===== src/rtl/norm_unit.sv =====
// norm_unit: multi-cycle left-normalizer for the 16-bit datapath.
// Shifts a value left one bit per cycle until bit 15 is set and reports
// the number of shifts applied (leading-zero count).
//
// Ports:
//   clk      in   1   clock, rising edge
//   rst      in   1   asynchronous active-high reset
//   i_start  in   1   request pulse, sampled only in IDLE
//   i_in     in  16   value to normalize, sampled with an accepted start
//   o_out    out 16   normalized value (bit 15 set unless o_zero)
//   o_cnt    out  4   left shifts applied
//   o_zero   out  1   accepted input was zero
//   o_busy   out  1   high in SHIFT and DONE
//   o_done   out  1   one-cycle completion pulse
module norm_unit (
    input  logic        clk,
    input  logic        rst,
    input  logic        i_start,
    input  logic [15:0] i_in,
    output logic [15:0] o_out,
    output logic [3:0]  o_cnt,
    output logic        o_zero,
    output logic        o_busy,
    output logic        o_done
);

    typedef enum logic [1:0] {
        S_IDLE  = 2'd0,
        S_SHIFT = 2'd1,
        S_DONE  = 2'd2
    } state_t;

    state_t      r_state;
    state_t      w_state_nxt;
    logic [15:0] r_data;
    logic [15:0] w_data_nxt;
    logic [3:0]  r_cnt;
    logic [3:0]  w_cnt_nxt;
    logic        r_zero;
    logic        w_zero_nxt;

    always_ff @(posedge clk or posedge rst) begin
        if (rst) begin
            r_state <= S_IDLE;
            r_data  <= 16'h0000;
            r_cnt   <= 4'h0;
            r_zero  <= 1'b0;
        end else begin
            r_state <= w_state_nxt;
            r_data  <= w_data_nxt;
            r_cnt   <= w_cnt_nxt;
            r_zero  <= w_zero_nxt;
        end
    end

    always_comb begin
        w_state_nxt = r_state;
        w_data_nxt  = r_data;
        w_cnt_nxt   = r_cnt;
        w_zero_nxt  = r_zero;
        unique case (r_state)
            S_IDLE: begin
                if (i_start) begin
                    w_data_nxt = i_in;
                    w_cnt_nxt  = 4'h0;
                    w_zero_nxt = (i_in == 16'h0000);
                    // A zero input can never normalize; skip SHIFT.
                    w_state_nxt = (i_in == 16'h0000) ? S_DONE : S_SHIFT;
                end
            end
            S_SHIFT: begin
                if (r_data[15]) begin
                    w_state_nxt = S_DONE;
                end else begin
                    w_data_nxt = {r_data[14:0], 1'b0};
                    // At most 15 shifts for a nonzero value: no wrap.
                    w_cnt_nxt  = r_cnt + 4'd1;
                end
            end
            S_DONE: begin
                w_state_nxt = S_IDLE;
            end
            default: begin
                w_state_nxt = S_IDLE;
            end
        endcase
    end

    assign o_out  = r_data;
    assign o_cnt  = r_cnt;
    assign o_zero = r_zero;
    assign o_busy = (r_state != S_IDLE);
    assign o_done = (r_state == S_DONE);

endmodule

===== config.mk =====
export PLATFORM = sky130hd
export DESIGN_NAME = norm_unit
export DESIGN_NICKNAME = d
export VERILOG_FILES = /design/src/rtl/norm_unit.sv
export SDC_FILE = /design/constraint.sdc
export NUM_CORES = 1
export LEC_CHECK = 0
export BUFFER_PORTS_ARGS = -buffer_cell sky130_fd_sc_hd__clkbuf_2
export CORE_MARGIN = 5
export CORE_UTILIZATION = 51
export CTS_CLUSTER_SIZE = 30
export DETAILED_ROUTE_END_ITERATION = 6
export PLACE_DENSITY = 0.83
export SLEW_MARGIN = 40
export SYNTH_ARGS = -nofsm -noshare
export SYNTH_HDL_FRONTEND = slang
export SYNTH_SLANG_ARGS = --single-unit

===== constraint.sdc =====
create_clock -name clk -period 4.3 [get_ports clk]
set_clock_uncertainty 0.05 [all_clocks]
set_input_delay 0.215 -clock clk [delete_from_list [all_inputs] [get_ports clk]]
set_output_delay 0.215 -clock clk [all_outputs]
set_load 0.1 [all_outputs]

== Word-level counts from Yosys, hierarchy flattened ==
Index checks and enable logic that the tools add are counted.
Storage, ports and cells
  input bits: 19
  bits in registers: 23
Cells by class
  mux-type cells: 10
  equality and inequality tests: 5
  reduce and logical (&&, ||, !) cells: 8
  add/sub/neg operators: 1
Operators by type and width (count)
  two-way mux 16 bit: 2
  one-hot mux 16 bit (2 select lines): 1
  zero test 16 bit: 1
  two-way mux 4 bit: 2
  one-hot mux 4 bit (2 select lines): 1
  two-way mux 2 bit: 3
  inequality test 2 bit, second input constant: 3
  AND reduction 2 bit: 3
  adder 4 x 1 -> 4 bit, second input constant: 1
  one-hot mux 2 bit (2 select lines): 1
  nonzero test 2 bit: 2
  AND reduction 3 bit: 1
  == test 2 x 1 -> 1 bit, second input constant: 1
  == test 2 bit, second input constant: 1
  zero test 2 bit: 1

== Longest topological paths before layout ==
Gate-level depths: netlist of the first run.
  depth after elaboration: 4
  depth in mapped cells: 5
  depth with buffers taken out: 4

== Worst setup path before layout of the first run ==
Ideal clock, no wire load.
  path type: reg-to-output
  start: reg r_state[1]
  end: out o_done
  setup slack: 2.161 ns
  cell stages (with the launch flop): 3
  path buffers: 1
  arrival time: 1.874 ns
  path through: dfrtp_1 > buf_6 > nor2b_1
Between the ends
  longest elaborated chain between the ends: 1
RTL lines
  start: declaration: RTL line 33  | state_t r_state;
  start signal: assignment: RTL line 49  | r_state <= w_state_nxt;
  == test 2 bit: RTL line 93  | assign o_done = (r_state == S_DONE);
  end: declaration: RTL line 24  | output logic o_done
No other way between the ends.

== Worst setup path after layout of the first run ==
  start: reg r_state[0]
  end: reg r_cnt[0] (netlist: o_cnt[0])
Between the ends
  longest elaborated chain between the ends: 3
  elaborated cells on any way between the ends: 7
  classes of those cells: 3 x eq/ne; 1 x mux; 3 x reduce/logical
RTL lines
  == test 2 x 1 -> 1 bit or zero test 2 bit (tied branches): RTL line 61  | unique case (r_state)
  inequality test 2 bit (no line) or nonzero test 2 bit (tied branches)
  AND reduction 3 bit (no line)
  end signal: assignment: RTL line 51  | r_cnt <= w_cnt_nxt;
  end: declaration: RTL line 37  | logic [3:0] r_cnt;
Parallel ways exist; a longest one is shown, timed or not.
A chain may end at the register's enable or synchronous reset.

==> results of run 1 <==
==> per-layer routing <==
metal | vias to the layer above | part of all wire [%] | wire [µm]
li1 | 441 | - | -
met3 | 2 | 5.7 | 144
met2 | 29 | 48 | 1190
met1 | 456 | 46 | 1160
met5 | - | 0 | 0
met4 | 0 | 0.40 | 10
==> cell usage after synthesis (2+ instances only) <==
cell type and count:
a21o_1 14, a21oi_1 2, a22o_1 14, buf_2 4, buf_4 2, dfrtp_1 23, inv_1 4, nor2_1 4
nor4_1 4, o21ai_0 3
==> stage by stage <==
| stage | hold WS, ps | cell area, µm² | cells | util, % | setup WS, ps |
|---|---|---|---|---|---|
| floorplan | 167 | 1110 | 96 | - | 2160 |
| global placement | 354 | 1310 | 157 | 64.5 | 1810 |
| detailed placement | 194 | 1310 | 157 | 64.9 | 2110 |
| CTS | 97.1 | 1350 | 162 | 66.7 | 2100 |
| global route | 79.3 | 1360 | 163 | 67.4 | 2120 |
| finish | 104 | 1360 | 163 | 67.4 | 2290 |
==> state kept, by name, indices dropped and copies added, names as in the netlist <==
signal,cells
o_zero,1
o_out,16
o_cnt,4
r_state,2
==> cells in the final DEF, fill, tap and decap left out, drive strengths merged, types with 2 or more instances in the layout <==
| cell type | n |
|---|---|
| a21o | 14 |
| nor4 | 4 |
| nor2 | 4 |
| dfrtp | 23 |
| inv | 4 |
| a22o | 14 |
| clkbuf | 44 |
| nor3b | 2 |
| a21oi | 2 |
| o21ai | 3 |
==> final cells by class <==
cell class	instances	area share, %
Clock buffer	3	1.65
Clock inverter	1	0.367
Inverter	4	1.10
Multi-Input combinational cell	62	35.5
Sequential cell	23	42.2
Tap cell	27	2.48
Timing Repair Buffer	43	16.6
==> kinds of logic after synthesis <==
group,after synthesis,share of synthesized area (%)
and+or+nand+nor,20,12.1
AOI/OAI and AO/OA,38,26.6
muxes,2,1.92
DFF,23,52.0
xor gates and xnor gates,1,0.791
adders and majority gates,1,1.13
buffers and inverters,11,5.54
==> worst reg2reg max path: stages (launching register included) <==
cell,delay [ps]
dfrtp_1,580
nor3b_4,660
nor2_2,290
mux2_2,340
==> path summary, 6_finish.rpt <==
path / start / end / slack [ps] / depth (start not counted)
max in group asynchronous: rst / o_out[15]$_DFFE_PP0P_ / 3490 / 3
min: i_in[0] / o_out[0]$_DFFE_PP0P_ / 100 / 2
min in group asynchronous: rst / o_out[2]$_DFFE_PP0P_ / 390 / 3
max: r_state[0]$_DFFE_PP0P_ / o_cnt[0]$_DFFE_PP0P_ / 2290 / 3
max reg2reg: r_state[0]$_DFFE_PP0P_ / o_cnt[0]$_DFFE_PP0P_ / 2290 / 3
min reg2reg: o_out[3]$_DFFE_PP0P_ / o_out[3]$_DFFE_PP0P_ / 470 / 1
==> impl_metrics.yaml, run 1 <==
critical_path:
  worstPathArrival_ps: 2170
  crit_buf_inv: 0
  crit_fanout: 18
  worst_path_largest_cell_delay_ps: 660
  critPathLaunchType: "register"
  cp-end-kind: "register"
  path_class: "register to register"
  cp_top_family: "simple AND/OR/NAND/NOR gates"
  required_ps: 4460
  worstPathCellList: "nor3b_4 > nor2_2 > mux2_2"
  cp_slowest_cell: "nor3b_4"
global_route:
  grt_pass1_wl_um: 4130
  grt_pass1_vias: 910
  grt_use_met2_pct: 24.3
  grt_usage_pct: 16.3
  antenna_found_initial: 0
  top_usage_layer: "met2"
  gr-usage-met1_pct: 23.4
  overflow: 0
  grtUsageMet3_pct: 2.98
  grt_start_max_net_pins: 24
sta:
  slew_viol_final: 0
  tns_ps: 0
  setup_viol: 0
  finalCriticalPeriod_ps: 2010
  final_hold_viol_count: 0
  slew_headroom_pct: 54.8
  fin_crit_sh_pct: 46.7
  max_freq_mhz: 498
  rsz0062_at_grt: "no"
  worstMarginPinSlew_ps: 677
synth:
  synth_flop_cell: "dfrtp_1"
  synth_top_area_share_pct: 52.0
  synth-warning-count: 0
  synth_cell_types: 32
  ys_seq_area_share_pct: 52.0
  synthTopCellsByArea: "dfrtp_1, a22o_1, a21o_1, nor4_1, buf_2"
  synth-seq-cells: 23
  yosys.area.top_type: "dfrtp_1"
  synth.avg_cell_area_um2: 11.5
  syn_area_um2: 1110
  synthArstFlopShare_pct: 100
  synthCells: 96
  synth_nets: 116
  synth_edf_count: 0
detailed_routing:
  wire_per_inst_um: 15.4
  vias_per_cell: 5.69
  drt_first_pass_iters: 4
  remaining_drc_errors: 0
  drt_iter0_drc: 16
  ant_nets: 0
  wl_um: 2510
  via_count: 928
clock_tree:
  clockBufferDepth: 2
  clkTransAtPathRegs_ps: 130
  cts_inserted_buffers: 3
  cts_resized: 0
  cts-root-buf: "clkbuf_4"
  clock-sinks: 23
  cts_tree: "done"
  postCtsSetupRepairBufs: 0
  clk_latency_ps: 310
  holdBufCountCts: 1
  htree_levels: 1
hold_path:
  hold_path_class: "primary input to register"
placed_design:
  io_buffers: 41
  dpl.hpwl_um: 1850
  gp_routability_congestion: 0.774
floorplan:
  initial_utilization_pct: 54.8
  die_w_um: 56.6
  die_h_um: 56.6
  io_pins: 42
  coreArea_um2: 2020
  dieArea_um2: 3200
  num_rows: 16
layout:
  syn_to_final_growth_pct: 23.1
  drive_gt1_share_pct: 38.2
  fillers: 170
  regArea_um2: 576
  multiInputGateArea_um2: 484
  antenna_cells: 0
  nets: 157
flow_run:
  drv_cap: 0
status:
  status: "complete, no violations"
Power of run 1 is not shown: default switching activity piles up to over one toggle a cycle in this logic, so the estimate is an artifact.
==> run 2, diff against run 1 <==
--- a/config.mk
+++ b/config.mk
@@ -7,10 +7,10 @@
 export LEC_CHECK = 0
 export BUFFER_PORTS_ARGS = -buffer_cell sky130_fd_sc_hd__clkbuf_2
 export CORE_MARGIN = 5
-export CORE_UTILIZATION = 51
+export CORE_UTILIZATION = 43
 export CTS_CLUSTER_SIZE = 30
 export DETAILED_ROUTE_END_ITERATION = 6
-export PLACE_DENSITY = 0.83
+export PLACE_DENSITY = 0.74
 export SLEW_MARGIN = 40
 export SYNTH_ARGS = -nofsm -noshare
 export SYNTH_HDL_FRONTEND = slang
==> constraint.sdc (replaced) <==
create_clock -name clk -period 1.64 [get_ports clk]
set_clock_uncertainty 0.05 [all_clocks]
set_input_delay 0.082 -clock clk [delete_from_list [all_inputs] [get_ports clk]]
set_output_delay 0.082 -clock clk [all_outputs]
set_load 0.1 [all_outputs]
==> run 2 against run 1 <==
Via count up 2.9%. Worst setup slack worse by 2200 ps. Die area up 15%. Flip-flop and latch count unchanged. Worst hold slack worse by 87 ps. Non-clock buffer count up 8. Routed wire length up 5.7%. Critical endpoint is now o_busy. Largest cell class unchanged.
==> impl_metrics.yaml, run 2 (same netlist as run 1, synthesis figures left out) <==
detailed_routing:
  wl_um: 2650
  via_count: 955
  drt_iter0_drc: 26
  ant_nets: 0
  remaining_drc_errors: 0
  wire_per_inst_um: 15.2
  drt_first_pass_iters: 4
  vias_per_cell: 5.49
layout:
  drive_gt1_share_pct: 42.4
  post-route-cell-area_um2: 1440
  final_common_cell: "clkbuf_2"
  syn_to_final_growth_pct: 29.9
  nets: 165
  antenna_cells: 0
  largest_reg_flops: 16
  final_cell_mix: "clkbuf_2, dfrtp_1, a21o_1, a22o_1, buf_4"
critical_path:
  crit_fanout: 4
  cp-end-kind: "output pin"
  critPathLaunchType: "register"
  worstPathCellList: "buf_4 > or2_2 > buf_6"
  crit_buf_inv: 2
  cp_top_family: "flip-flops"
  required_ps: 1510
  worst_path_largest_cell_delay_ps: 470
  cp_slowest_cell: "dfrtp_1"
  path_class: "register to output pin"
  worstPathArrival_ps: 1410
floorplan:
  die_h_um: 60.7
  dieArea_um2: 3690
  coreArea_um2: 2480
  initial_utilization_pct: 44.7
  num_rows: 18
  die_w_um: 60.7
  io_pins: 42
global_route:
  grt_pass1_vias: 910
  antenna_found_initial: 0
  grt_pass1_wl_um: 4170
  overflow: 0
  grt_usage_pct: 15.6
  grt_start_max_net_pins: 21
placed_design:
  dpl.hpwl_um: 2010
  gp_routability_congestion: 0.810
  place_ws_ps: 129
  place_area_um2: 1380
  io_buffers: 41
clock_tree:
  htree_levels: 1
  clockBufferDepth: 2
  clock-sinks: 23
  cts_tree: "done"
  cts-root-buf: "clkbuf_4"
  clk_latency_ps: 320
  clkTransAtPathRegs_ps: 130
  cts_inserted_buffers: 3
status:
  status: "complete, no violations"
sta:
  finalCriticalPeriod_ps: 1540
  fin_crit_sh_pct: 94.2
  final.setup.worst_slack_ps: 95.5
  slew_viol_final: 0
  final_hold_viol_count: 0
  setup_viol: 0
  slew_headroom_pct: 60.8
  max_freq_mhz: 647
  worstMarginPinSlew_ps: 587
  rsz0062_at_grt: "no"
flow_run:
  drv_cap: 0
hold_path:
  hold_path_class: "primary input to register"
## run 2: cell types whose count changed in the layout (fill, tap and decap cells not counted)
cell,delta
buf_4,+8
dfrtp_1,-3
clkbuf_2,-2
dfrtp_2,+2
dlygate4sd3_1,+2
dfrtp_4,+1
inv_1,+1
inv_2,-1
nor2b_1,-1
nor2b_2,+1
nor3b_2,+1
nor3b_4,-1
## run 2: final cells by class
class | count | area (µm²)
Timing Repair Buffer | 51 | 297
Fill cell | 231 | 1040
Clock buffer | 3 | 22.5
Multi-Input combinational cell | 62 | 480
Clock inverter | 1 | 5.00
Inverter | 4 | 15.0
Sequential cell | 23 | 582
Tap cell | 30 | 37.5
## run 2: path summary, 6_finish.rpt
kind / from / cells past startpoint / to / slack, ps
max in group asynchronous: rst / 4 / o_cnt[0]$_DFFE_PP0P_ / 780
max reg2reg: r_state[1]$_DFFE_PP0P_ / 4 / o_cnt[3]$_DFFE_PP0P_ / 100
min: i_in[9] / 3 / o_out[9]$_DFFE_PP0P_ / 20
min reg2reg: o_out[11]$_DFFE_PP0P_ / 1 / o_out[11]$_DFFE_PP0P_ / 470
min in group asynchronous: rst / 3 / o_out[1]$_DFFE_PP0P_ / 220
max: r_state[1]$_DFFE_PP0P_ / 3 / o_busy / 100
## run 2: worst register-to-register path, delay by kind of cell (launching register included)
kind                   cells  cell delay, ps
AO/OA/AOI/OAI              1             120
AND/OR/NAND/NOR            2             670
flip-flops                 1             470
buffers and inverters      1             170
## run 2: timing repair
| action | in CTS | in global routing |
|---|---|---|
| hold endpoints to repair | 12 | 0 |
| hold buffers | 3 | 0 |
| resized for setup | 1 | 2 |
| setup endpoints to repair | 1 | 1 |
| setup buffers | 0 | 0 |
## run 2: per-stage QoR
step                util, %  TNS (ps)  hold WS, ps  cells
global route           58.1         0         7.90    174
floorplan                 -     -1410         33.8     96
CTS                    57.9         0         2.94    174
finish                 58.1         0         16.8    174
global placement       55.4     -20.2         31.5    167
detailed placement     55.5         0         34.5    167
## run 2: layer usage
metal	track usage, %	vias to the layer above	part of all wire, %	wire length [µm]
met5	0	-	0	0
met4	9.29	0	2.4	63
met3	2.34	4	5.6	147
met2	24.6	29	49	1310
met1	20.2	465	43	1130
li1	-	457	-	-
Power of run 2 is left out for the same reason.
